### config.mk
export PLATFORM = sky130hd
export DESIGN_NAME = game_mirror_link
export DESIGN_NICKNAME = d
export VERILOG_FILES = /design/src/rtl/game_link_pkg.sv /design/src/rtl/game_link_rx.sv /design/src/rtl/game_mirror_link.sv
export SDC_FILE = /design/constraint.sdc
export NUM_CORES = 1
export LEC_CHECK = 0
export ABC_CLOCK_PERIOD_IN_PS = 5400
export CAP_MARGIN = 40
export CORE_AREA = 4 4 117 119
export CTS_BUF_LIST = sky130_fd_sc_hd__clkbuf_4 sky130_fd_sc_hd__clkbuf_8 sky130_fd_sc_hd__clkbuf_16
export DETAILED_ROUTE_END_ITERATION = 6
export DIE_AREA = 0 0 121 123
export DONT_BUFFER_PORTS = 1
export PLACE_DENSITY = 0.56
export RECOVER_POWER = 100
export SLEW_MARGIN = 20
export SYNTH_ARGS = -nofsm -noshare
export SYNTH_HDL_FRONTEND = slang
export SYNTH_HIERARCHICAL = 1
export SYNTH_SLANG_ARGS = --single-unit
### constraint.sdc
create_clock -name clk -period 5.4 [get_ports clk]
set_input_delay 1.08 -clock clk [delete_from_list [all_inputs] [get_ports clk]]
set_output_delay 1.08 -clock clk [all_outputs]
set_load 0.1 [all_outputs]
### src/rtl/game_link_pkg.sv
// Shared constants and types for the P2 mirror-side game link.
package game_link_pkg;

   localparam logic [7:0] SYNC_BYTE = 8'hA5;
   localparam int         M_PKT_LEN = 5;
   localparam int         S_PKT_LEN = 3;

   typedef enum logic [2:0] {R_SYNC, R_HDR, R_P1, R_P2, R_CHK} rx_state_t;
   typedef enum logic [1:0] {T_IDLE, T_SYNC, T_BTN, T_INV} tx_state_t;

   // Game-state codes carried in the master header MSBs.
   typedef enum logic [2:0] {
      GS_ATTRACT, GS_SELECT, GS_FIGHT, GS_ROUND_END, GS_GAME_OVER
   } game_state_e;

endpackage

### src/rtl/game_link_rx.sv
// Master packet parser: shadows the fields, checks the XOR checksum and
// pulses pkt_good combinationally with the CHK strobe.
//  state  | meaning
//  R_SYNC | hunting for A5, other bytes dropped
//  R_HDR  | next byte is header (game state in MSBs)
//  R_P1   | next byte is P1 HP
//  R_P2   | next byte is P2 HP
//  R_CHK  | next byte is checksum
module game_link_rx
   import game_link_pkg::*;
#(
   parameter int HP_W    = 8,
   parameter int STATE_W = 3
) (
   input  logic               clk,
   input  logic               rst_n,
   input  logic [7:0]         rx_data,
   input  logic               rx_valid,
   output logic               pkt_good,
   output logic [STATE_W-1:0] st_field,
   output logic [HP_W-1:0]    p1_field,
   output logic [HP_W-1:0]    p2_field,
   output logic [7:0]         err_cnt
);

   rx_state_t          state_q, state_d;
   logic [7:0]         chk_q, chk_d;
   logic [STATE_W-1:0] st_q, st_d;
   logic [HP_W-1:0]    p1_q, p1_d;
   logic [HP_W-1:0]    p2_q, p2_d;
   logic [7:0]         err_q, err_d;

   always_ff @(posedge clk or negedge rst_n) begin
      if (!rst_n) begin
         state_q <= R_SYNC;
         chk_q   <= '0;
         st_q    <= '0;
         p1_q    <= '0;
         p2_q    <= '0;
         err_q   <= '0;
      end else begin
         state_q <= state_d;
         chk_q   <= chk_d;
         st_q    <= st_d;
         p1_q    <= p1_d;
         p2_q    <= p2_d;
         err_q   <= err_d;
      end
   end

   always_comb begin
      state_d  = state_q;
      chk_d    = chk_q;
      st_d     = st_q;
      p1_d     = p1_q;
      p2_d     = p2_q;
      err_d    = err_q;
      pkt_good = 1'b0;
      if (rx_valid) begin
         case (state_q)
            R_SYNC: if (rx_data == SYNC_BYTE) state_d = R_HDR;
            R_HDR: begin
               st_d    = rx_data[7 -: STATE_W];
               chk_d   = rx_data;
               state_d = R_P1;
            end
            R_P1: begin
               p1_d    = rx_data[HP_W-1:0];
               chk_d   = chk_q ^ rx_data;
               state_d = R_P2;
            end
            R_P2: begin
               p2_d    = rx_data[HP_W-1:0];
               chk_d   = chk_q ^ rx_data;
               state_d = R_CHK;
            end
            R_CHK: begin
               if (rx_data == chk_q) pkt_good = 1'b1;
               else if (err_q != 8'hFF) err_d = err_q + 8'd1;
               state_d = R_SYNC;
            end
            default: state_d = R_SYNC;
         endcase
      end
   end

   assign st_field = st_q;
   assign p1_field = p1_q;
   assign p2_field = p2_q;
   assign err_cnt  = err_q;

endmodule

### src/rtl/game_mirror_link.sv
// P2 board link endpoint: registers good master packets, tracks link health,
// and sends button packets periodically or on change.
//  state  | meaning
//  T_IDLE | no packet in flight, tx_start low
//  T_SYNC | offering A5
//  T_BTN  | offering zero-padded button byte
//  T_INV  | offering inverted button byte
module game_mirror_link
   import game_link_pkg::*;
#(
   parameter int BTN_W     = 4,
   parameter int HP_W      = 8,
   parameter int STATE_W   = 3,
   parameter int TX_PERIOD = 50000,
   parameter int LINK_TO   = 500000
) (
   input  logic               clk,
   input  logic               rst_n,
   input  logic [BTN_W-1:0]   p2_ctrl,
   input  logic [7:0]         rx_data,
   input  logic               rx_valid,
   input  logic               tx_ready,
   output logic [7:0]         tx_data,
   output logic               tx_start,
   output logic [HP_W-1:0]    p1_hp,
   output logic [HP_W-1:0]    p2_hp,
   output logic [STATE_W-1:0] game_state,
   output logic               link_up,
   output logic [7:0]         pkt_err_cnt
);

   localparam int PW = $clog2(TX_PERIOD);
   localparam int LW = $clog2(LINK_TO + 1);
   localparam logic [PW-1:0] PER_TOP  = PW'(TX_PERIOD - 1);
   localparam logic [LW-1:0] LINK_TOP = LW'(LINK_TO);

   logic               pkt_good;
   logic [STATE_W-1:0] st_field;
   logic [HP_W-1:0]    p1_field, p2_field;

   game_link_rx #(.HP_W(HP_W), .STATE_W(STATE_W)) u_rx (
      .clk      (clk),
      .rst_n    (rst_n),
      .rx_data  (rx_data),
      .rx_valid (rx_valid),
      .pkt_good (pkt_good),
      .st_field (st_field),
      .p1_field (p1_field),
      .p2_field (p2_field),
      .err_cnt  (pkt_err_cnt)
   );

   logic [HP_W-1:0]    p1_hp_q, p1_hp_d, p2_hp_q, p2_hp_d;
   logic [STATE_W-1:0] gstate_q, gstate_d;
   logic               link_up_q, link_up_d;
   logic [LW-1:0]      link_tmr_q, link_tmr_d;
   tx_state_t          tx_state_q, tx_state_d;
   logic [BTN_W-1:0]   last_btn_q, last_btn_d;
   logic               pend_q, pend_d;
   logic [PW-1:0]      period_q, period_d;
   logic [7:0]         btn_byte;

   always_ff @(posedge clk or negedge rst_n) begin
      if (!rst_n) begin
         p1_hp_q    <= '0;
         p2_hp_q    <= '0;
         gstate_q   <= '0;
         link_up_q  <= 1'b0;
         link_tmr_q <= '0;
         tx_state_q <= T_IDLE;
         last_btn_q <= '0;
         pend_q     <= 1'b0;
         period_q   <= '0;
      end else begin
         p1_hp_q    <= p1_hp_d;
         p2_hp_q    <= p2_hp_d;
         gstate_q   <= gstate_d;
         link_up_q  <= link_up_d;
         link_tmr_q <= link_tmr_d;
         tx_state_q <= tx_state_d;
         last_btn_q <= last_btn_d;
         pend_q     <= pend_d;
         period_q   <= period_d;
      end
   end

   // A good packet on the expiry cycle wins: it clears the timer first.
   always_comb begin
      p1_hp_d    = p1_hp_q;
      p2_hp_d    = p2_hp_q;
      gstate_d   = gstate_q;
      link_up_d  = link_up_q;
      link_tmr_d = link_tmr_q;
      if (pkt_good) begin
         p1_hp_d    = p1_field;
         p2_hp_d    = p2_field;
         gstate_d   = st_field;
         link_tmr_d = '0;
         link_up_d  = 1'b1;
      end else begin
         if (link_tmr_q != LINK_TOP) link_tmr_d = link_tmr_q + LW'(1);
         if (link_tmr_d == LINK_TOP) link_up_d = 1'b0;
      end
   end

   // The latched button value doubles as the payload, so the packet cannot tear.
   always_comb begin
      btn_byte = '0;
      btn_byte[BTN_W-1:0] = last_btn_q;
   end

   always_comb begin
      tx_state_d = tx_state_q;
      last_btn_d = last_btn_q;
      pend_d     = pend_q;
      period_d   = (period_q == PER_TOP) ? period_q : period_q + PW'(1);
      tx_start   = 1'b0;
      tx_data    = SYNC_BYTE;
      case (tx_state_q)
         T_IDLE: begin
            if (period_q == PER_TOP || p2_ctrl != last_btn_q || pend_q) begin
               tx_state_d = T_SYNC;
               last_btn_d = p2_ctrl;
               pend_d     = 1'b0;
               period_d   = '0;
            end
         end
         T_SYNC: begin
            tx_start = 1'b1;
            tx_data  = SYNC_BYTE;
            if (tx_ready) tx_state_d = T_BTN;
         end
         T_BTN: begin
            tx_start = 1'b1;
            tx_data  = btn_byte;
            if (tx_ready) tx_state_d = T_INV;
         end
         T_INV: begin
            tx_start = 1'b1;
            tx_data  = ~btn_byte;
            if (tx_ready) tx_state_d = T_IDLE;
         end
         default: tx_state_d = T_IDLE;
      endcase
      if (tx_state_q != T_IDLE && p2_ctrl != last_btn_q) pend_d = 1'b1;
   end

   assign p1_hp      = p1_hp_q;
   assign p2_hp      = p2_hp_q;
   assign game_state = gstate_q;
   assign link_up    = link_up_q;

endmodule
# Yosys cells after proc, flatten, opt, wreduce, memory -nomap -nowiden
# Cells that the tools add are included.
# Widths: inputs -> output; s select.
# op_classes
bitwise	3
mul	0
div_mod_pow	0
reduce_logical	21
magnitude_cmp	0
n_shift	0
add_sub_neg	3
eq_ne	19
mux	24
# op_table
cell	count
$mux 19	3
$mux 16	3
$pmux 8 s2	2
$add 19x1->19 const B	1
$eq 19x19->1 const B	1
$ne 19x19->1 const B	1
$add 16x1->16 const B	1
$eq 16x16->1 const B	1
$reduce_and 2->1	7
$pmux 3 s4	1
$reduce_bool 2->1	5
$mux 1	9
$add 8x1->8 const B	1
$eq 8x8->1	1
$eq 8x8->1 const B	1
$mux 2	4
$ne 2x2->1 const B	4
$ne 8x8->1 const B	1
$not 4->8	1
$pmux 2 s4	1
$reduce_and 4->1	2
$xor 8x8->8	1
$eq 3x2->1 const B	2
$eq 2x2->1 const B	2
13 further kinds	14
# totals
out_inout_bits	37
latch_bits	0
register_bits	100
mem_count	0
input_bits	16
romBits	0
mem_bits_rw	0

# Depth between registers and ports, before layout
# Gate-level depths: netlist of run 1.
# depth
ltp_word	8
mapped_depth	9
mapped_depth_nobuf	9

# Hierarchy
# The synthesis of run 1 kept the hierarchy.
# by_module_without_submodules
mod	area_per_inst_um2	cells_per_inst	n_inst	seq_area_each_um2
game_mirror_link	3283.1	314	1	1551.5
game_link_rx	1689.1	132	1	950.9

# Least setup slack after synthesis of run 1
# OpenSTA, ideal clock, no wires.
# synth_timing
kind	register to output
startpoint	register tx_state_q[1]
endpoint	output port tx_data[0]
t_arrival_ns	2.987
path_stages_with_launch	5
setup_slack_ns	1.333
required_ns	4.320
cell_sequence	dfrtp_1 > ha_1 > nand2b_1 > nor2_1 > a21oi_1
# synth_between
elab_chain_len	2
elab_cells_between_ends	3
classes_between	eq/ne (2); mux (1)
# synth_rtl
item	line_no	rtl
from (decl)	game_mirror_link.sv:57	tx_state_t tx_state_q, tx_state_d;
from (signal assigned)	game_mirror_link.sv:80	tx_state_q <= tx_state_d;
$eq 2x2->1	game_mirror_link.sv:119	case (tx_state_q)
$pmux 8 s2 (*)	game_mirror_link.sv:119	
to (decl)	game_mirror_link.sv:23	output logic [7:0] tx_data,
# Mark *: on every way between the ends. The rest lies on a longest branch, timed or not.

# Final worst setup path of run 1
# layout_timing
startpoint	input port rx_data[7]
endpoint	register link_up_q, in the netlist link_up
# layout_between
elab_chain_len	5
elab_cells_between_ends	6
classes_between	eq/ne (1); mux (4); reduce/logical (1)
# layout_rtl
item	line_no	rtl
from (decl)	game_mirror_link.sv:20	input logic [7:0] rx_data,
$eq 8x8->1	game_link_rx.sv:78	if (rx_data == chk_q) pkt_good = 1'b1;
$mux 1	game_link_rx.sv:78	
$mux 1	game_link_rx.sv:60	case (state_q)
$mux 1	game_link_rx.sv:59	if (rx_valid) begin
$mux 1	game_mirror_link.sv:94	if (pkt_good) begin
net link_up_d	game_mirror_link.sv:55	logic link_up_q, link_up_d;
to (signal assigned)	game_mirror_link.sv:78	link_up_q <= link_up_d;
to (decl)	game_mirror_link.sv:55	
# The timed path passes the listed nets, and every way through them passes these cells.
# A chain may end at the register's enable or synchronous reset.

==> metrics, run 1 <==
final setup vio count 0; CTS root buf clkbuf_16; sw frac 40.4%; Top delay family on crit path simple AND/OR/NAND/NOR gates; area grow syn2layout 13.0%; RSZ-0062 raised after global routing false; Hold Buf Count CTS 0; Psw 1.10 mW; Critical Path Max Stage Delay 1.12 ns; Via density 5.02; final hold violation count 0; Top Ports 53; clock latency on the worst-skew pair 0.35 ns; status completed; Final ANT Viol Nets 0; die width 121 microns; Comb pwr share 33.6%; syn_nets 472; die height 123 microns; number of remaining DRC errors 0; deepest level of the CTS H-tree 3; Register Area 2500 sq um; gr usage total 14.4%; crit path launch type input pin; CTS max path bufs 2; DR WL/cell 15.0 microns; setup TNS 0 ns; Reg power frac 40.4%; Post-CTS Setup Bufs 0; Clock Sink Count 100; CTS tree done; r2r setup slk 1.73 ns; vias after detailed routing 3381; worst hold path type input pin to async pin; Final HPWL DP 7.01 mm; pins over their slew limit 0; global-route wire length before repair 17.0 mm; Worst Path Required 5.66 ns; sequential fraction of the synthesis area 50.3%; post-route clock period utilization 74.1%; yosys warns 6; starting density of the core 39.6%; Filler Cell Count 1202; MaxCap Viol Count 0; Hold WS 0.429 ns; Mapped Area 4970 sq um; core box area 12600 sq um; clock transition at the registers of the reported paths 0.07 ns; VDD IR max 0.261 mV; largest net degree at the start of global routing 101; first-pass iteration count of the detailed router 4; Nets 522; slowest cell on the critical path clkbuf_1; Seq cells post-synth 100; Pint 1.62 mW; vias in the first global route 3495; critical path's most frequent cell nor2_1; final core occ 44.7%; post-CTS sizing 0; Slew HR 3.90%; DR iter-0 viols 108; PnR Total Power 2.71 mW; multi-input logic area 2290 sq um; IO buf count 0; ant diodes 0; GRT overflow 0; Crit Path Category input pin to flop; Cells after Synth 446; Final Skew 0.00773 ns; pwr/cell area 483 nW/um^2; final std cells w/o fill 673; Die ar. 14900 sq um; worst-path cell chain xor2_1 > nor4_1 > nand2_1 > nor2_1 > clkbuf_1 > nor2_1 > a41oi_1 > o21ai_0 > o211ai_1; Cells after DPL 647; routed wire length 10.1 mm; Buf+Inv Stages, Crit Path 1; initial antenna violation count 0; Leak Pwr 2.49 nW; Fmax 0.250 GHz; synth unique cells 55; share of cells above drive strength 1 15.2%; Crit Path Max Fanout 30; Worst Tran Pin Value 1.44 ns; Mapped Avg Cell Area 11.1 sq um; clock network power share 25.9%; FP Rows 41; Num CTS Buffers 9; fin crit period 4.00 ns; CP endpoint kind flop; Critical Path AT 4.26 ns; GPL Wtd Cong 0.790
worst paths after layout:
path | from | endpoint | cells past startpoint
min in group clk | u_rx/p1_field[4] | p1_hp[4] | 1
max in group asynchronous | rst_n | u_rx/err_cnt[3] | 0
worst max register to register | u_rx/chk_q[3] | link_up | 9
worst min-delay path | rst_n | tx_state_q[0] | 0
worst max-delay path | rx_data[7] | link_up | 9
worst min register to register | u_rx/p1_field[4] | p1_hp[4] | 1
per-stage QoR:
stage / instance area, sq um / setup WS [ns]
2_1_floorplan: 4970 / 1.33
3_3_place_gp: 5110 / 2.09
3_5_place_dp: 5900 / 2.31
4_1_cts: 6230 / 2.22
5_1_grt: 5620 / 1.08
6_report: 5620 / 1.40
routing by layer:
metal / track usage (%) / wire, microns / vias to the layer above
met5: 0 / 0 / -
met4: 4.18 / 111 / 0
met3: 5.63 / 558 / 9
met2: 24.2 / 5060 / 51
met1: 17.3 / 4340 / 1683
li1: - / - / 1638
logic make-up (layout without fill, tap and decap cells):
logic type	after synthesis	count (layout)	synth area share [%]
muxes	51	51	11.4
AOI/OAI and AO/OA	31	31	4.15
xor gates and xnor gates	57	57	10.0
adders and majority gates	10	10	2.52
and+or+nand+nor	163	163	18.3
DFF	100	100	50.3
buffers and inverters	34	89	3.22
cells in the final DEF, fill, tap and decap left out, types with 4 or more instances in the layout:
cell type and n:
nor2_1 49, nand3b_1 4, buf_1 16, and3_1 6, inv_1 16, dfrtp_1 100, a21oi_1 11, ha_1 10
mux2i_1 6, xor2_1 40, xnor2_1 17, o21ai_0 6, nor3_1 5, clkbuf_16 9, mux2_2 42, nand4_1 13
nand3_1 20, nand2_1 33, clkbuf_1 38
power groups by stage:
stage	clock network, mW	logic (mW)	registers, mW
3_5_place_dp	0	1.05	1.12
6_report	0.703	0.913	1.10
4_1_cts	0.730	1.05	1.11
2_1_floorplan	0	0.784	1.12
3_3_place_gp	0	0.799	1.18
5_1_grt	0.768	0.991	1.13
state kept, by name (all words and copies together) (netlist names):
name,cells
u_rx/chk_q,8
u_rx/p1_field,8
u_rx/st_field,3
p2_hp,8
period_q,16
u_rx/p2_field,8
pend_q,1
tx_state_q,2
p1_hp,8
game_state,3
u_rx/err_cnt,8
link_up,1
last_btn_q,4
u_rx/state_q,3
link_tmr_q,19
cell usage after synthesis (all sizes together):
master	instances	area [sq um]
a21oi	13	80.1
a311oi	1	8.76
a31oi	2	12.5
a41o	2	21.3
a41oi	1	8.76
and2	3	18.8
and3	6	37.5
and3b	1	8.76
and4	5	46.3
and4b	2	20.0
buf	11	73.8
clkbuf	7	26.3
dfrtp	100	2500
ha	10	125
inv	16	60.1
mux2	45	507
mux2i	6	60.1
nand2	33	124
nand2b	3	18.8
nand3	21	110
nand3b	4	30.0
nand4	14	93.8
nand4bb	1	11.3
nor2	49	186
nor2b	2	12.5
nor3	6	35.0
nor3b	3	22.5
nor4	5	73.8
nor4b	3	47.5
o2111ai	1	8.76
o211ai	1	7.51
o21a	1	7.51
o21ai	6	30.0
o221ai	1	8.76
o22ai	2	12.5
or2	1	6.26
or3b	1	8.76
xnor2	17	149
xor2	40	350
layout make-up:
cell class	instances	share of cell area, %
Timing Repair Buffer	57	3.92
Multi-Input combinational cell	312	40.8
Inverter	16	1.07
Sequential cell	100	44.5
Clock buffer	10	4.14
Clock inverter	6	1.71
Tap cell	172	3.83
Note: power is estimated with default switching activity, not from simulation.
==> inputs of run 2 (changes only) <==
- ABC_CLOCK_PERIOD_IN_PS: 5400 -> 3650
- PLACE_DENSITY: 0.56 -> 0.58
- clock period: 5.4 -> 3.65 ns (I/O delays scaled with it)
==> run 2 against run 1 <==
  * Non-clock buffer count shrank 5
  * Critical path depth shrank 4
  * Register-to-register slack lost 0.95 ns
  * Cell area shrank 0.31%
  * First-iteration DRC count shrank 8.3%
  * Via count shrank 1.6%
  * Sequential power grew 48%
  * Total power grew 47%
  * Utilization shrank 0.14 points
  * Highest routed layer unchanged
==> metrics, run 2 (synthesis results as in run 1) <==
sw frac 41.1%; Final ANT Viol Nets 0; DR iter-0 viols 99; Slew HR 10.2%; area grow syn2layout 12.7%; Num CTS Buffers 9; Reg power frac 40.9%; IO buf count 0; clock network power share 24.8%; Via density 4.98; Pint 2.34 mW; clock transition at the registers of the reported paths 0.08 ns; max FFs per register 19; setup TNS 0 ns; pwr/cell area 710 nW/um^2; DR WL/cell 14.6 microns; Leak Pwr 2.47 nW; starting density of the core 39.6%; first-pass iteration count of the detailed router 4; Final Skew 0.0131 ns; Top delay family on crit path buffers and inverters; status completed; post-route clock period utilization 82.5%; die width 121 microns; Top Ports 53; clock latency on the worst-skew pair 0.34 ns; core box area 12600 sq um; VDD IR max 0.536 mV; vias in the first global route 3371; worst hold path type input pin to async pin; gr usage total 13.9%; GPL Wtd Cong 0.833; CTS root buf clkbuf_16; vias after detailed routing 3328; CTS tree done; initial antenna violation count 0; Comb pwr share 34.3%; FP Rows 41; Crit Path Max Fanout 6; Nets 517; deepest level of the CTS H-tree 3; most frequent cells in the layout 100 x dfrtp_1, 48 x nor2_1, 42 x mux2_2, 40 x xor2_1, 35 x clkbuf_1; ant diodes 0; post-CTS sizing 0; global-route wire length before repair 16.7 mm; Die ar. 14900 sq um; Clock Sink Count 100; RSZ-0062 raised after global routing false; MaxCap Viol Count 0; largest net degree at the start of global routing 101; fin crit period 3.01 ns; Hold Buf Count CTS 0; Top reg by flops link_tmr_q; final hold violation count 0; Post-CTS Setup Bufs 0; GRT overflow 0; Worst Tran Pin Value 1.35 ns; Fmax 0.332 GHz; final setup vio count 0; commonest non-fill, non-tap cell in the layout dfrtp_1; Worst Path Required 2.92 ns; CP endpoint kind primary output; Critical Path AT 2.28 ns; Critical Path Max Stage Delay 0.87 ns; slowest cell on the critical path clkbuf_1; crit path launch type flop; number of remaining DRC errors 0; Psw 1.64 mW; Largest regs link_tmr_q x19, period_q x16; CTS max path bufs 2; Crit Path Category flop to primary output; PnR Total Power 3.98 mW; routed wire length 9.76 mm; pins over their slew limit 0; share of cells above drive strength 1 15.1%; worst-path cell chain inv_1 > ha_1 > nor2b_1 > a21oi_2 > clkbuf_1; Final HPWL DP 6.94 mm; die height 123 microns; Buf+Inv Stages, Crit Path 2
run 2: per-layer routing:
layer  GRT usage (%)  wire (microns)  share of wire (%)
met3            4.21             476                4.9
met2            22.9            4740                 49
met4            3.47              73               0.75
met5               0               0                  0
met1            18.0            4470                 46
run 2: final cells by class:
cell class	instances	area, sq um
Sequential cell	100	2500
Timing Repair Buffer	52	220
Clock buffer	9	225
Fill cell	1188	6970
Inverter	16	60.1
Tap cell	172	215
Multi-Input combinational cell	312	2290
Clock inverter	7	85.1
run 2: path summary, 6_finish.rpt:
kind                                  startpoint          endpoint  slack, ns  cells after the start
worst max-delay path               tx_state_q[0]        tx_data[0]       0.64                      5
worst min-delay path                       rst_n    link_tmr_q[15]       0.08                      0
worst max register to register   u_rx/err_cnt[1]   u_rx/err_cnt[4]       0.78                      6
worst min register to register  u_rx/p2_field[0]          p2_hp[0]       0.50                      1
max in group asynchronous                  rst_n  u_rx/p2_field[1]       3.42                      0
min in group clk                        rx_valid   u_rx/state_q[2]       0.48                      1
run 2: metrics by stage:
step           hold slack, ns  instance area (sq um)  utilization, %  cells  worst slack (ns)
3_5_place_dp            0.439                   5830            46.4    648             0.832
4_1_cts                0.0625                   6140            48.9    664              1.17
5_1_grt                0.0554                   5600            44.6    668             0.505
2_1_floorplan           0.434                   4980               -    446             0.559
3_3_place_gp            0.438                   5190            41.3    612             0.872
6_report               0.0833                   5600            44.6    668             0.637
run 2: power by group through the flow:
stage	registers [mW]	logic, mW	clock network, mW
after CTS	1.64	1.50	1.02
final	1.63	1.36	0.988
after global placement	1.71	1.26	0
after global routing	1.67	1.47	1.07
after floorplan	1.65	1.17	0
after detailed placement	1.66	1.50	0
